$ cat config.mk
export PLATFORM = sky130hd
export DESIGN_NAME = vt_cursor_ctl_flat
export DESIGN_NICKNAME = d
export VERILOG_FILES = /design/src/rtl/vt_cursor_ctl_if.sv /design/src/rtl/vt_cursor_ctl.sv /design/src/flat_wrapper.sv
export SDC_FILE = /design/constraint.sdc
export NUM_CORES = 1
export LEC_CHECK = 0
export CAP_MARGIN = 20
export CORE_MARGIN = 2
export CORE_UTILIZATION = 46
export CTS_CLUSTER_SIZE = 40
export DETAILED_ROUTE_END_ITERATION = 8
export MAX_ROUTING_LAYER = met4
export PLACE_DENSITY = 0.84
export RECOVER_POWER = 100
export SYNTH_ARGS = -nofsm -noshare
export SYNTH_HDL_FRONTEND = slang
export SYNTH_SLANG_ARGS = --single-unit
$ cat constraint.sdc
create_clock -name wb_clk_i -period 4.2 [get_ports wb_clk_i]
set_clock_uncertainty 0.2 [all_clocks]
set_input_delay 1.05 -clock wb_clk_i [delete_from_list [all_inputs] [get_ports wb_clk_i]]
set_output_delay 1.05 -clock wb_clk_i [all_outputs]
set_load 0.05 [all_outputs]
$ cat src/rtl/vt_cursor_ctl_if.sv
// Command handshake plus Wishbone master bus of the cursor controller.
// master = controller side; slave = command source / video-register block side.
interface vt_cursor_ctl_if;
    logic        cmd_valid;
    logic        cmd_ready;
    logic [3:0]  cmd_op;
    logic [5:0]  cmd_row;
    logic [6:0]  cmd_col;
    logic [15:0] wb_adr_o;
    logic [15:0] wb_dat_o;
    logic        wb_cyc_o;
    logic        wb_stb_o;
    logic        wb_we_o;
    logic [1:0]  wb_sel_o;
    logic        wb_ack_i;

    modport master (
        input  cmd_valid, cmd_op, cmd_row, cmd_col, wb_ack_i,
        output cmd_ready, wb_adr_o, wb_dat_o, wb_cyc_o, wb_stb_o, wb_we_o, wb_sel_o
    );

    modport slave (
        output cmd_valid, cmd_op, cmd_row, cmd_col, wb_ack_i,
        input  cmd_ready, wb_adr_o, wb_dat_o, wb_cyc_o, wb_stb_o, wb_we_o, wb_sel_o
    );
endinterface

$ cat src/rtl/vt_cursor_ctl.sv
// Text cursor controller: moves row/col per command and writes the cursor address to the video block.
// Busy 2 cycles + Wishbone ack wait per move; cmd_ready only in IDLE, so commands stall during the write.
module vt_cursor_ctl #(
    parameter logic [15:0] BASE = 16'h0000,
    parameter int          COLS = 80
) (
    input  logic        wb_clk_i,
    input  logic        wb_rst_i,
    vt_cursor_ctl_if.master bus,
    input  logic        mode38,
    input  logic [12:0] vbase,
    output logic [5:0]  row,
    output logic [6:0]  col,
    output logic        scroll_o
);
    localparam logic [3:0] OP_HOME  = 4'd1;
    localparam logic [3:0] OP_UP    = 4'd2;
    localparam logic [3:0] OP_DOWN  = 4'd3;
    localparam logic [3:0] OP_LEFT  = 4'd4;
    localparam logic [3:0] OP_RIGHT = 4'd5;
    localparam logic [3:0] OP_CR    = 4'd6;
    localparam logic [3:0] OP_LF    = 4'd7;
    localparam logic [3:0] OP_SET   = 4'd8;
    localparam logic [6:0] COL_MAX  = 7'(COLS - 1);

    typedef enum logic [1:0] {IDLE, CALC, WRITE} state_t;

    state_t      state, state_nxt;
    logic [5:0]  row_nxt, maxrow, row_clamp;
    logic [6:0]  col_nxt;
    logic [12:0] addr, addr_nxt;
    logic        scroll_nxt;
    logic        in_write;

    always_comb begin
        state_nxt  = state;
        row_nxt    = row;
        col_nxt    = col;
        addr_nxt   = addr;
        scroll_nxt = 1'b0;
        maxrow     = mode38 ? 6'd37 : 6'd23;
        // a row left beyond the screen by a 38->24 mode switch is pulled back first
        row_clamp  = (row > maxrow) ? maxrow : row;

        case (state)
            IDLE: begin
                if (bus.cmd_valid && bus.cmd_op >= OP_HOME && bus.cmd_op <= OP_SET) begin
                    state_nxt = CALC;
                    row_nxt   = row_clamp;
                    case (bus.cmd_op)
                        OP_HOME: begin
                            row_nxt = 6'd0;
                            col_nxt = 7'd0;
                        end
                        OP_UP:    row_nxt = (row_clamp == 6'd0) ? 6'd0 : row_clamp - 6'd1;
                        OP_DOWN:  row_nxt = (row_clamp < maxrow) ? row_clamp + 6'd1 : row_clamp;
                        OP_LEFT:  col_nxt = (col == 7'd0) ? 7'd0 : col - 7'd1;
                        OP_RIGHT: col_nxt = (col < COL_MAX) ? col + 7'd1 : COL_MAX;
                        OP_CR:    col_nxt = 7'd0;
                        OP_LF: begin
                            if (row_clamp < maxrow) row_nxt = row_clamp + 6'd1;
                            else                    scroll_nxt = 1'b1;
                        end
                        OP_SET: begin
                            row_nxt = (bus.cmd_row > maxrow)  ? maxrow  : bus.cmd_row;
                            col_nxt = (bus.cmd_col > COL_MAX) ? COL_MAX : bus.cmd_col;
                        end
                        default: ;
                    endcase
                end
            end
            CALC: begin
                addr_nxt  = vbase + 13'(row) * 13'(COLS) + 13'(col);
                state_nxt = WRITE;
            end
            WRITE: begin
                if (bus.wb_ack_i) state_nxt = IDLE;
            end
            default: state_nxt = IDLE;
        endcase
    end

    always_ff @(posedge wb_clk_i) begin
        if (wb_rst_i) begin
            state    <= IDLE;
            row      <= 6'd0;
            col      <= 7'd0;
            addr     <= 13'd0;
            scroll_o <= 1'b0;
        end else begin
            state    <= state_nxt;
            row      <= row_nxt;
            col      <= col_nxt;
            addr     <= addr_nxt;
            scroll_o <= scroll_nxt;
        end
    end

    assign in_write      = (state == WRITE);
    assign bus.cmd_ready = (state == IDLE);
    assign bus.wb_cyc_o  = in_write;
    assign bus.wb_stb_o  = in_write;
    assign bus.wb_we_o   = in_write;
    assign bus.wb_sel_o  = in_write ? 2'b11 : 2'b00;
    assign bus.wb_adr_o  = in_write ? BASE : 16'h0000;
    assign bus.wb_dat_o  = in_write ? {3'b000, addr} : 16'h0000;
endmodule

$ cat src/flat_wrapper.sv
// flat-port wrapper written by rule: the top's interface ports become plain ports
module vt_cursor_ctl_flat 
#(
    parameter logic [15:0] BASE = 16'h0000,
    parameter int          COLS = 80
)
  (wb_clk_i, wb_rst_i, mode38, vbase, row, col, scroll_o, bus_cmd_valid, bus_cmd_op, bus_cmd_row, bus_cmd_col, bus_wb_ack_i, bus_cmd_ready, bus_wb_adr_o, bus_wb_dat_o, bus_wb_cyc_o, bus_wb_stb_o, bus_wb_we_o, bus_wb_sel_o);
  vt_cursor_ctl_if bus_i ();
  input  logic wb_clk_i;
  input  logic wb_rst_i;
  input  logic mode38;
  input  logic [12:0] vbase;
  output logic [5:0] row;
  output logic [6:0] col;
  output logic scroll_o;
  input wire logic [$bits(bus_i.cmd_valid)-1:0] bus_cmd_valid;
  input wire logic [$bits(bus_i.cmd_op)-1:0] bus_cmd_op;
  input wire logic [$bits(bus_i.cmd_row)-1:0] bus_cmd_row;
  input wire logic [$bits(bus_i.cmd_col)-1:0] bus_cmd_col;
  input wire logic [$bits(bus_i.wb_ack_i)-1:0] bus_wb_ack_i;
  output wire logic [$bits(bus_i.cmd_ready)-1:0] bus_cmd_ready;
  output wire logic [$bits(bus_i.wb_adr_o)-1:0] bus_wb_adr_o;
  output wire logic [$bits(bus_i.wb_dat_o)-1:0] bus_wb_dat_o;
  output wire logic [$bits(bus_i.wb_cyc_o)-1:0] bus_wb_cyc_o;
  output wire logic [$bits(bus_i.wb_stb_o)-1:0] bus_wb_stb_o;
  output wire logic [$bits(bus_i.wb_we_o)-1:0] bus_wb_we_o;
  output wire logic [$bits(bus_i.wb_sel_o)-1:0] bus_wb_sel_o;
  assign bus_i.cmd_valid = bus_cmd_valid;
  assign bus_i.cmd_op = bus_cmd_op;
  assign bus_i.cmd_row = bus_cmd_row;
  assign bus_i.cmd_col = bus_cmd_col;
  assign bus_i.wb_ack_i = bus_wb_ack_i;
  assign bus_cmd_ready = bus_i.cmd_ready;
  assign bus_wb_adr_o = bus_i.wb_adr_o;
  assign bus_wb_dat_o = bus_i.wb_dat_o;
  assign bus_wb_cyc_o = bus_i.wb_cyc_o;
  assign bus_wb_stb_o = bus_i.wb_stb_o;
  assign bus_wb_we_o = bus_i.wb_we_o;
  assign bus_wb_sel_o = bus_i.wb_sel_o;
  vt_cursor_ctl #(.BASE(BASE), .COLS(COLS)) u_core (.wb_clk_i(wb_clk_i), .wb_rst_i(wb_rst_i), .bus(bus_i), .mode38(mode38), .vbase(vbase), .row(row), .col(col), .scroll_o(scroll_o));
endmodule
# After elaboration in Yosys (flattened, before gate mapping)
# Index checks and enable logic that the tools add are counted.
op_classes:
  add_sub_neg: 6
  multipliers: 1
  n_div: 0
  n_lt_le_gt_ge: 7
  eq_ne: 12
  shift: 0
  mux: 16
  bitwise_logic: 3
  reduce_logical: 12
op_table:
  columns: ["cell", "count"]
  rows:
  - ["6-bit two-way mux", 5]
  - ["7-bit one-hot mux with 4 select lines", 1]
  - ["6-bit one-hot mux with 4 select lines", 1]
  - ["7-bit two-way mux", 3]
  - ["4-bit by 3-bit == test with 1-bit output (second input constant)", 4]
  - ["13-bit adder", 1]
  - ["13-bit by 7-bit adder with 13-bit output", 1]
  - ["13-bit two-way mux", 1]
  - ["6-bit greater-than comparator", 2]
  - ["6-bit by 3-bit multiplier with 9-bit output (second input constant)", 1]
  - ["4-bit by 2-bit == test with 1-bit output (second input constant)", 2]
  - ["7-bit by 1-bit adder with 7-bit output (second input constant)", 1]
  - ["7-bit greater-than comparator (second input constant)", 1]
  - ["7-bit logical NOT", 1]
  - ["7-bit less-than comparator (second input constant)", 1]
  - ["7-bit by 1-bit subtractor with 7-bit output (second input constant)", 1]
  - ["6-bit by 1-bit adder with 6-bit output (second input constant)", 1]
  - ["6-bit logical NOT", 1]
  - ["6-bit less-than comparator", 1]
  - ["2-bit two-way mux", 3]
  - ["2-bit one-hot mux with 3 select lines", 1]
  - ["6-bit by 1-bit subtractor with 6-bit output (second input constant)", 1]
  - ["4-bit by 1-bit == test with 1-bit output (second input constant)", 1]
  - ["4-bit == test (second input constant)", 1]
  - ["other kinds (15)", 20]
totals:
  regBits: 29
  latchBits: 0
  mem_bits_rw: 0
  mem_bits_ro: 0
  in_bits: 35
  out_inout_bits: 52
  word_cells: 62
  memories: 0

# Depth between registers and ports, before layout
logic_depth:
  word_depth: 6
  ltp_mapped: 16
  depth_no_buf: 16

# Worst setup path before layout
# Ideal clock, no wire load.
synth_timing:
  path_type: "in2reg"
  start: "input mode38"
  end: "register u_core.row[3]"
  setup_time_ns: 0.127
  arrival_time_ns: 4.233
  t_required_ns: 3.873
  setup_slack_ns: -0.360
  path_stages: 15
  path_buffers: 0
  cell_sequence: "inv_1 > ha_1 > or2_2 > a22o_2 > and2_1 > o21ai_1 > inv_1 > ha_1 > and3b_2 > a222oi_1 > o311ai_1 > and2_4 > nor4_1 > nor3_1 > or3_1"
synth_between:
  elab_chain_len: 6
  elab_cells_between_ends: 12
synth_lines:
  columns: ["element", "line_no", "text"]
  rows:
  - ["start: declaration", "flat_wrapper.sv:11", "input logic mode38;"]
  - ["6-bit two-way mux *", "vt_cursor_ctl.sv:41", "maxrow = mode38 ? 6'd37 : 6'd23;"]
  - ["6-bit greater-than comparator", "vt_cursor_ctl.sv:43", "row_clamp = (row > maxrow) ? maxrow : row;"]
  - ["6-bit two-way mux", "vt_cursor_ctl.sv:43", null]
  - ["6-bit by 1-bit adder with 6-bit output, or another cell as far along", "vt_cursor_ctl.sv:56, vt_cursor_ctl.sv:61", null]
  - ["6-bit two-way mux, on equally long branches", "vt_cursor_ctl.sv:56, vt_cursor_ctl.sv:61, vt_cursor_ctl.sv:55", null]
  - ["6-bit one-hot mux with 4 select lines *", "vt_cursor_ctl.sv:50", "case (bus.cmd_op)"]
  - ["end signal: assignment", "vt_cursor_ctl.sv:92", "row <= row_nxt;"]
  - ["end: declaration", "vt_cursor_ctl.sv:12", "output logic [5:0] row,"]
# Every way passes the cells marked *; elsewhere a longest branch is shown, timed or not.
# A chain may end at the register's enable or synchronous reset.

# Worst setup path after layout
layout_timing:
  start: "input mode38"
  end: "register u_core.row[5]"
# The elaborated chain is that of the path after synthesis.

==> results.py <==
metrics = {
    "status": {
        "outcome": "finished clean",
    },
    "grt": {
        "antenna_found_initial": 0,
        "track_usage_pct": 24.27,
        "grt_max_degree": 23,
        "overflow": 0,
        "grt_pass1_vias": 3462,
        "grt_pass1_wl_um": 16310,
    },
    "floorplan": {
        "chipWidth_um": 90.27,
        "start_util_pct": 47.45,
        "io_pins": 87,
        "core_area_um2": 7214,
        "row_count": 31,
        "dieArea_um2": 8148,
        "die_h_um": 90.27,
    },
    "clock_tree": {
        "cts.sinks": 29,
        "cts_buffers": 5,
        "htreeDepth": 2,
        "clk_pin_slew_ns": 0.07,
        "clock_latency_ns": 0.29,
        "ctsHoldBuffers": 0,
        "clockRootBuffer": "clkbuf_8",
        "clock_path_buffers": 2,
        "cts_tree": "done",
    },
    "sta": {
        "finalCriticalPeriod_ns": 4.110,
        "clock.fmax_mhz": 243.3,
        "hold_viol_final": 0,
        "period_share_pct": 97.87,
        "setup_viol": 0,
        "max-slew-margin-rel_pct": 31.16,
        "slew_viol_final": 0,
        "worst_slew_pin_slew_ns": 1.033,
        "tns_ns": 0,
    },
    "logic_synthesis": {
        "yosysSeqAreaShare_pct": 16.96,
        "yosysMostFrequentCell": "nand2_1",
        "synth-seq-cells": 29,
        "yosysTopAreaCellShare_pct": 16.96,
        "synth_edf_count": 0,
        "synth_common_cells": "42 x nand2_1, 41 x ha_1, 40 x a21oi_1",
        "synth_ff_type": "dfxtp_1",
        "synthArstFlopShare_pct": 0,
        "avgSynthCellArea_um2": 7.491,
        "synthCells": 457,
        "synth_area_leaders": "dfxtp_1 17%, ha_1 15%, a21oi_1 5.8%",
        "synth.distinct_cells": 67,
        "yosysTopAreaCell": "dfxtp_1",
        "synthesis.area_um2": 3423,
        "yosysWarnings": 0,
    },
    "cells_and_area": {
        "postLayoutCoreUtil_pct": 62.87,
        "final_cell_area_um2": 4536,
        "regArea_um2": 580.6,
        "fill_cells": 667,
        "area_growth_pct": 32.49,
        "drive_gt1_share_pct": 13.38,
        "diodes": 0,
        "multi_input_area_um2": 2645,
        "nets": 633,
    },
    "min_path": {
        "whs_endpoint": "u_core.addr[10]",
        "min-delay-start": "u_core.addr[10]",
        "worstHoldPathType": "reg -> reg",
        "hold_depth": 2,
    },
    "power_and_ir_drop": {
        "p_leak_nw": 2.050,
        "pwr_density_cell_nw_per_um2": 217.1,
        "irDropWorstVdd_mv": 0.1505,
        "p_sw_share_pct": 40.63,
        "p_int_w": 0.0005847,
        "finalPower_w": 0.0009848,
        "switchingPower_w": 0.0004001,
        "p_comb_share_pct": 45.0,
        "clockPowerShare_pct": 24.2,
        "power_frac_seq_pct": 30.8,
    },
    "route": {
        "met2_length_um": 4566,
        "drtIter0Drc": 177,
        "ant_nets": 0,
        "vias": 3633,
        "wire_per_inst_um": 14.83,
        "post-route-drc-count": 0,
        "wl_met3_um": 508,
        "firstDrtPassIters": 5,
        "routed_wirelength_um": 9667,
        "met1Wirelength_um": 4473,
        "vias_per_cell": 5.572,
        "top_layer": "met4",
    },
    "critical_path": {
        "start_kind": "primary input",
        "r2r-start": "u_core.row[4]",
        "rrSetupSlack_ns": 0.42,
        "r2r-end": "u_core.row[5]",
        "crit_type": "in -> reg",
        "cp.arrival_ns": 4.13,
        "critPathMaxFanout": 4,
        "r2r_cells": 15,
        "cp.required_ns": 4.22,
        "critPathCaptureType": "flip-flop",
    },
    "placed_design": {
        "dp_hpwl_um": 7569,
        "place_area_um2": 4402,
        "gp_congestion": 0.9293,
        "io_buffers": 67,
    },
    "flow_run": {
        "drv_cap": 0,
    },
}
[per-stage QoR]
| stage | std cells | hold WS (ns) | worst slack (ns) |
|---|---|---|---|
| after floorplan | 475 | 0.2273 | -0.001241 |
| after global placement | 638 | 0.2342 | -0.5784 |
| after detailed placement | 638 | 0.2394 | -0.6755 |
| after CTS | 651 | 0.2483 | -0.09142 |
| after global routing | 652 | 0.2568 | -0.01945 |
| final | 652 | 0.2492 | 0.08963 |
[area by class of cell]
type / count / area share, %
well taps: 99 / 2.731
clock buffers: 5 / 1.517
clock inverters: 3 / 0.3862
repair buffers: 111 / 21.93
multi-input cells: 378 / 58.32
flip-flops and latches: 29 / 12.80
inverters: 27 / 2.317
[critical path: stages]
cell and delay, ns:
buf_8 0.10, buf_6 0.11, ha_4 0.22, a211o_1 0.29, a22o_4 0.27, and2_4 0.14, o21ai_2 0.14, inv_2 0.07
ha_4 0.21, and3b_2 0.18, a222oi_1 0.32, o311ai_2 0.20, clkbuf_1 0.17, a211oi_2 0.25, xor2_1 0.16, nand2_1 0.06
a31oi_1 0.18
[kinds of logic after synthesis]
group	count (synthesis)	synth area share, %
AND/OR/NAND/NOR	156	22.99
adder cells (fa/ha/maj)	47	18.20
XOR/XNOR	22	5.629
buffers and inverters	68	10.20
flip-flops	29	16.96
other	1	0.1095
multiplexers	3	0.9137
AO/OA/AOI/OAI	131	25.00
[state kept, by name (all words and copies together) (netlist names)]
| signal | flops |
|---|---|
| u_core.col | 7 |
| u_core.scroll_o | 1 |
| u_core.addr | 13 |
| u_core.state | 2 |
| u_core.row | 6 |
[power by group through the flow]
stage	Combinational [W]	Sequential (W)	Clock [W]
3_5_place_dp	0.000434	0.000309	0
4_1_cts	0.000444	0.000303	0.000240
3_3_place_gp	0.000425	0.000308	0
2_1_floorplan	0.000291	0.000326	0
5_1_grt	0.000486	0.000305	0.000250
6_report	0.000444	0.000303	0.000238
[layout by cell type, fill, tap and decap left out, types with 4 or more instances in the layout]
master,instances
o21a_1,6
nor2_1,36
inv_1,25
nand2b_1,5
and2_1,16
ha_1,38
a31oi_1,7
o21ai_0,23
a211oi_1,4
nand3_1,13
clkbuf_8,5
fa_1,5
nor3_1,10
conb_1,19
a21oi_1,40
nand4_1,4
dfxtp_1,29
xor2_1,5
nand2_1,42
xnor2_1,17
dlygate4sd3_1,37
clkdlybuf4s50_1,29
nor2b_1,4
clkbuf_1,4
buf_4,39
a21o_1,6
a22oi_1,4
[worst max-delay path by stage]
stage,slack (ns),start,cells after the start,end
4_1_cts,-0.09,mode38,16,u_core.row[3]
2_1_floorplan,-0.001,mode38,15,u_core.row[3]
3_5_place_dp,-0.68,mode38,16,u_core.row[3]
3_3_place_gp,-0.58,mode38,16,u_core.row[3]
6_report,0.09,mode38,17,u_core.row[5]
5_1_grt,-0.02,mode38,17,u_core.row[5]
[routing by layer]
metal / track usage, % / up-vias
li1: - / 1799
met1: 31.27 / 1694
met2: 40.54 / 125
met3: 3.840 / 15
met4: 5.000 / 0
met5: - / -
[what timing repair did]
| action | CTS | global route |
|---|---|---|
| pin swaps | 10 | 5 |
| resized for setup | 9 | 3 |
| buffers inserted | 5 | 1 |
| setup endpoints to repair | 7 | 5 |
Note: power is estimated with default switching activity, not from simulation.
